## src/rtl/ctrl_pkg.sv

```systemverilog
// ctrl_pkg: state encodings and opcodes shared by the Simple-CPU control sequencer
package ctrl_pkg;
    localparam logic [4:0] S_IDLE   = 5'b11111;
    localparam logic [4:0] S_FETCH  = 5'b10000;
    localparam logic [4:0] S_DECODE = 5'b00000;
    localparam logic [4:0] S_LOAD   = 5'b00001;
    localparam logic [4:0] S_MOV    = 5'b00010;
    localparam logic [4:0] S_ALU    = 5'b00011;
    localparam logic [4:0] S_WB     = 5'b00101;
    localparam logic [4:0] S_BRANCH = 5'b00110;
    localparam logic [4:0] S_HALT   = 5'b00111;
    localparam logic [4:0] S_ERR    = 5'b01111;
    localparam logic [2:0] OP_LOAD   = 3'd0;
    localparam logic [2:0] OP_MOV    = 3'd1;
    localparam logic [2:0] OP_ADD    = 3'd2;
    localparam logic [2:0] OP_XOR    = 3'd3;
    localparam logic [2:0] OP_OR     = 3'd4;
    localparam logic [2:0] OP_AND    = 3'd5;
    localparam logic [2:0] OP_BRANCH = 3'd6;
    localparam logic [2:0] OP_HALT   = 3'd7;
endpackage

```

## src/rtl/ctrl_seq.sv

```systemverilog
// ctrl_seq: registered control sequencer driving the Simple-CPU datapath enables
// Ports: clk, rst (async active-low), start, code[2:0] (opcode, sampled in DECODE),
//        mem_ready; outputs state[4:0] plus strobes ir_ld, pc_inc, mem_rd, reg_we,
//        alu_en, pc_ld and status halted, err.
module ctrl_seq
    import ctrl_pkg::*;
#(
    parameter int ALU_LAT = 3,
    parameter int MEM_TO  = 8
) (
    input  logic       clk,
    input  logic       rst,
    input  logic       start,
    input  logic [2:0] code,
    input  logic       mem_ready,
    output logic [4:0] state,
    output logic       ir_ld,
    output logic       pc_inc,
    output logic       mem_rd,
    output logic       reg_we,
    output logic       alu_en,
    output logic       pc_ld,
    output logic       halted,
    output logic       err
);
    // Counter value seen in the final cycle of each timed state.
    localparam logic [7:0] ALU_LAST = 8'(ALU_LAT - 1);
    localparam logic [7:0] MEM_LAST = 8'(MEM_TO - 1);

    logic [4:0] state_d;
    logic [7:0] cnt;
    logic       timed;

    assign timed = (state == S_ALU) || (state == S_LOAD);

    // The counter restarts on any state change and saturates rather than wrapping.
    always_ff @(posedge clk or negedge rst) begin
        if (!rst) begin
            state <= S_IDLE;
            cnt   <= '0;
        end else begin
            state <= state_d;
            cnt   <= (state_d != state) ? '0 : (timed && cnt != 8'hff) ? cnt + 8'd1 : cnt;
        end
    end

    always_comb begin
        state_d = S_IDLE;
        case (state)
            S_IDLE, S_HALT, S_ERR: state_d = start ? S_FETCH : state;
            S_FETCH:               state_d = S_DECODE;
            S_DECODE:              state_d = (code == OP_LOAD)   ? S_LOAD :
                                             (code == OP_MOV)    ? S_MOV :
                                             (code == OP_BRANCH) ? S_BRANCH :
                                             (code == OP_HALT)   ? S_HALT : S_ALU;
            // mem_ready takes priority over the timeout in the same cycle.
            S_LOAD:                state_d = mem_ready ? S_FETCH : (cnt >= MEM_LAST) ? S_ERR : S_LOAD;
            S_ALU:                 state_d = (cnt >= ALU_LAST) ? S_WB : S_ALU;
            S_MOV, S_WB, S_BRANCH: state_d = S_FETCH;
            default:               state_d = S_IDLE;
        endcase
    end

    assign ir_ld  = state == S_FETCH;
    assign pc_inc = state == S_FETCH;
    assign mem_rd = state == S_LOAD;
    assign reg_we = (state == S_MOV) || (state == S_WB) || (state == S_LOAD && mem_ready);
    assign alu_en = state == S_ALU;
    assign pc_ld  = state == S_BRANCH;
    assign halted = state == S_HALT;
    assign err    = state == S_ERR;
endmodule
```

## config.mk

```make
export PLATFORM = sky130hd
export DESIGN_NAME = ctrl_seq
export DESIGN_NICKNAME = d
export VERILOG_FILES = /design/src/rtl/ctrl_pkg.sv /design/src/rtl/ctrl_seq.sv
export SDC_FILE = /design/constraint.sdc
export NUM_CORES = 1
export LEC_CHECK = 0
export CAP_MARGIN = 20
export CORE_UTILIZATION = 35
export DETAILED_ROUTE_END_ITERATION = 12
export DONT_BUFFER_PORTS = 1
export GPL_ROUTABILITY_DRIVEN = 0
export SETUP_SLACK_MARGIN = 0.02
export SYNTH_ARGS = -nofsm -noshare
export SYNTH_HDL_FRONTEND = slang
export SYNTH_SLANG_ARGS = --single-unit
```

## constraint.sdc

```tcl
create_clock -name clk -period 4.5 [get_ports clk]
set_input_delay 0.9 -clock clk [delete_from_list [all_inputs] [get_ports clk]]
set_output_delay 0.9 -clock clk [all_outputs]
set_load 0.005 [all_outputs]
```

**Word level (Yosys, flattened, before mapping)**

Cells that the tools add are included.

- Bits of input ports: 7
- Bits in registers: 13
- Word-level logic and storage cells: 40
- Output and inout bits: 13

- Reduce and logical (&&, ||, !) cells: 10
- Add/subtract/negate cells: 1
- Equal/unequal tests: 14
- $lt $le $gt $ge: 2
- Multiplexer cells: 11

Operators by type and width:

| cell | number |
|---|---|
| $pmux W5 S6 | 1 |
| $mux W8 | 2 |
| $eq A5 B3 Y1 const B | 3 |
| $mux W3 | 5 |
| $eq A5 B2 Y1 const B | 2 |
| $eq A5 B5 Y1 const B | 2 |
| $mux W5 | 2 |
| $add A8 B1 Y8 const B | 1 |
| $ge A8 B2 Y1 const B | 1 |
| $ge A8 B3 Y1 const B | 1 |
| $ne A8 B8 Y1 const B | 1 |
| $eq A3 B3 Y1 const B | 2 |
| $reduce_or A3 Y1 | 2 |
| $eq A5 B1 Y1 const B | 1 |
| $eq A5 B4 Y1 const B | 1 |
| $logic_not A5 Y1 | 1 |
| $ne A5 B5 Y1 | 1 |
| $mux W4 | 1 |
| $eq A3 B1 Y1 const B | 1 |
| $logic_not A3 Y1 | 1 |
| $logic_or A1 B1 Y1 | 3 |
| $logic_and A1 B1 Y1 | 2 |
| $reduce_bool A2 Y1 | 1 |

**Depth between registers and ports, before layout**

- Depth after elaboration: 8
- Gate-level depth with buffers: 7
- Depth with buffers taken out: 7

**Worst setup path before layout**

OpenSTA, ideal clock, no wires.

- Kind: flip-flop to output port
- Start point: register state[1]
- End point: output reg_we
- Required time: 3.600 ns
- Buffers on the path: 2
- Arrival time: 1.403 ns
- Stages on the path, launching flop included: 6
- Path slack: 2.197 ns
- Cells stage by stage: dfstp_2 > buf_2 > clkbuf_1 > nor3b_1 > a21oi_1 > nor3_1

- Longest elaborated chain between the ends: 3
- Elaborated cells on any way between the ends: 6
- Classes of those cells: eq/ne (3); reduce/logical (3)

RTL lines:

| item | line | source |
|---|---|---|
| from (decl) | ctrl_seq.sv:16 | `output logic [4:0] state,` |
| from (signal assigned) | ctrl_seq.sv:42 | `state <= state_d;` |
| $eq A5 B2 Y1 (tied with other cells) | ctrl_seq.sv:67 | `assign reg_we = (state == S_MOV) \|\| (state == S_WB) \|\| (state == S_LOAD && mem_ready);` |
| $logic_or A1 B1 Y1 / $logic_and A1 B1 Y1 (equally long branches) | ctrl_seq.sv:67 |  |
| $logic_or A1 B1 Y1 (*) | ctrl_seq.sv:67 |  |
| to (decl) | ctrl_seq.sv:20 | `output logic reg_we,` |

Mark *: on every way between the ends. The rest lies on a longest branch, timed or not.

**Worst setup path after layout**

- Start point: register state[0]
- End point: output alu_en

- Longest elaborated chain between the ends: 1

RTL lines:

| item | line | source |
|---|---|---|
| $eq A5 B2 Y1 | ctrl_seq.sv:68 | `assign alu_en = state == S_ALU;` |
| to (decl) | ctrl_seq.sv:21 | `output logic alu_en,` |

Every way passes these cells.

==> impl_metrics.json <==
{
  "clkSinkCount": 13,
  "dr.pass1.iters": 9,
  "die_x_um": 57.8,
  "synthArstFlopShare_pct": 100,
  "fmax_mhz": 378,
  "synth_nets": 139,
  "root_buffer": "clkbuf_4",
  "grt_overflow_total": 0,
  "synthCells": 130,
  "critPathLaunch": "state[0]",
  "pwr_density_cell_mw_per_mm2": 530,
  "arrival_ns": 1.75,
  "final_hold_viol_count": 0,
  "p_sw_share_pct": 48.8,
  "layout_min_cycle_time_ns": 2.65,
  "dpl_worst_slack_ns": 2.10,
  "cts_buffers": 3,
  "utilization_pct": 38.6,
  "critical_path.max_stage_delay_ns": 0.73,
  "area.growth.synth_to_final_pct": 1.26,
  "ant_nets": 0,
  "regArea_sq_um": 332,
  "tightest_slew_ns": 0.454,
  "clkPwrFrac_pct": 12.6,
  "ctsResizeCount": 0,
  "clk_latency_ns": 0.27,
  "ys.flop_type": "dfrtp_1",
  "status": "finished, violations left",
  "leakage_uw": 0.000426,
  "synth_area_sq_mm": 0.00109,
  "multi_input_comb_area_sq_um": 683,
  "setup_viol": 0,
  "fin_hold_ws_ns": 0.308,
  "vias": 921,
  "r2r-end": "cnt[7]",
  "path_class": "reg2out",
  "yosysSeqAreaShare_pct": 30.5,
  "worstHoldPathType": "in2async",
  "reg2reg_depth": 6,
  "power_frac_seq_pct": 47.7,
  "avgSynthCellArea_sq_um": 8.37,
  "dpl.hpwl_um": 1700,
  "start_util_pct": 38.2,
  "final_common_cell": "nor2_1",
  "drv_slew": 0,
  "clock_skew_ns": 0.00513,
  "cts_tree": "done",
  "antenna_found_initial": 0,
  "p_int_uw": 299,
  "p_comb_share_pct": 39.7,
  "power.switching_uw": 285,
  "antenna_cells": 0,
  "grt_start_max_net_pins": 24,
  "htreeDepth": 1,
  "vdd_drop_max_uv": 203,
  "crit_slowest_cell": "dfstp_2",
  "drive_gt1_share_pct": 13.5,
  "fin_setup_tns_ns": 0,
  "ios": 20,
  "avgRoutedWirePerCell_um": 14.6,
  "fin_crit_sh_pct": 58.8,
  "cts_hold_buf": 0,
  "rsz0062_at_grt": "no",
  "synth_warnings": 0,
  "drcViolationCount": 3,
  "grt.total_usage_pct": 15.8,
  "crit_path_end_kind": "output pin",
  "start_kind": "register",
  "clkTransAtPathRegs_ns": 0.09,
  "via_per_inst": 5.87,
  "drv_cap": 0,
  "num_rows": 19,
  "grt_pass1_vias": 868,
  "wl_um": 2290,
  "nFillCells": 304,
  "io_buffers": 0,
  "violations": "DRC",
  "layout.nets": 136,
  "crit_chain": "nor4b_4 > nand2_1 > inv_1",
  "cts_max_path_buffers": 2,
  "ys_ff_latch": 13,
  "reg2reg_from": "state[0]",
  "final_cell_mix": "20 x nor2_1, 14 x nand2_1, 8 x dfrtp_1",
  "post-cts-setup-buffer-count": 0,
  "ys_types": 44,
  "grt_pass1_wl_um": 4080,
  "crit_end": "alu_en",
  "postLayoutSetupSlackWorst_ns": 1.85,
  "crit_fanout": 18,
  "fp.coreArea_sq_mm": 0.00285,
  "synth_edf_count": 0,
  "die_h_um": 57.8,
  "r2r_slack_ns": 2.26,
  "fp.dieArea_sq_mm": 0.00334,
  "drtIter0Drc": 76,
  "cp.required_ns": 3.60,
  "relSlewSlack_pct": 69.6
}
==> worst min path at each step <==
stage          slack, ns     end    from
4_1_cts             0.30  cnt[6]     rst
5_1_grt             0.29  cnt[2]     rst
3_3_place_gp        0.55  cnt[6]  cnt[6]
3_5_place_dp        0.56  cnt[5]  cnt[5]
2_1_floorplan       0.52  cnt[6]  cnt[6]
6_report            0.31  cnt[0]     rst
==> metal layers <==
| metal | up-vias | GRT usage, % | routed length [um] |
|---|---|---|---|
| met2 | 26 | 22.6 | 975 |
| met1 | 428 | 23.9 | 1160 |
| met5 | - | 0 | 0 |
| met3 | 4 | 2.90 | 126 |
| met4 | 0 | 5.10 | 27 |
| li1 | 463 | - | - |
==> Yosys cell counts (2+ instances only) <==
cell | count | area [sq um]
nor4_1 | 2 | 12.5
or3_1 | 2 | 12.5
dfstp_2 | 5 | 131
ha_1 | 2 | 25.0
o31ai_1 | 3 | 22.5
buf_6 | 2 | 22.5
o21ai_0 | 6 | 30.0
xor2_1 | 2 | 17.5
nor2_1 | 20 | 75.1
inv_1 | 6 | 22.5
mux2i_1 | 3 | 30.0
nand4_1 | 2 | 12.5
a21oi_1 | 4 | 20.0
nor4_2 | 2 | 25.0
nand2_1 | 14 | 52.6
buf_2 | 2 | 10.0
dfrtp_1 | 8 | 200
nand3_1 | 6 | 30.0
xnor2_1 | 5 | 43.8
and4_1 | 2 | 17.5
clkbuf_1 | 3 | 11.3
nor3b_1 | 2 | 15.0
nor3_1 | 5 | 25.0
nor4b_1 | 2 | 17.5
==> kinds of logic after synthesis <==
kind of cell               synth area share [%]
and+or+nand+nor                            38.6
DFF                                        30.5
buffers and inverters                      6.78
AOI/OAI and AO/OA                          13.4
adders and majority gates                  2.30
muxes                                      2.76
xor gates and xnor gates                   5.63
==> power by group through the flow <==
| stage | Sequential [uW] | Combinational (uW) | Clock (uW) |
|---|---|---|---|
| after global routing | 295 | 265 | 83.2 |
| after CTS | 277 | 234 | 77.4 |
| after floorplan | 193 | 285 | 0 |
| after global placement | 274 | 232 | 0 |
| final | 279 | 232 | 73.6 |
| after detailed placement | 280 | 232 | 0 |
==> per-stage QoR <==
step	std cells	total power, uW	area, sq um
final	157	585	1100
after global routing	157	643	1100
after CTS	157	588	1100
after detailed placement	153	513	1080
after global placement	153	507	1080
after floorplan	130	478	1090
==> critical path, delay by kind of cell, from the launching register on <==
| kind | cells | cell delay, ns |
|---|---|---|
| and+or+nand+nor | 2 | 0.64 |
| buffers and inverters | 1 | 0.10 |
| DFF | 1 | 0.73 |
==> final cells by class <==
cell class | count | area share, %
clock buffers | 4 | 2.38
flip-flops and latches | 13 | 30.1
inverters | 6 | 2.04
multi-input cells | 103 | 62.0
well taps | 31 | 3.52
==> state kept, by name (all words and copies together) (netlist names) <==
register  flops
state         5
cnt           8
No activity file was read; power rests on OpenSTA's default activity.
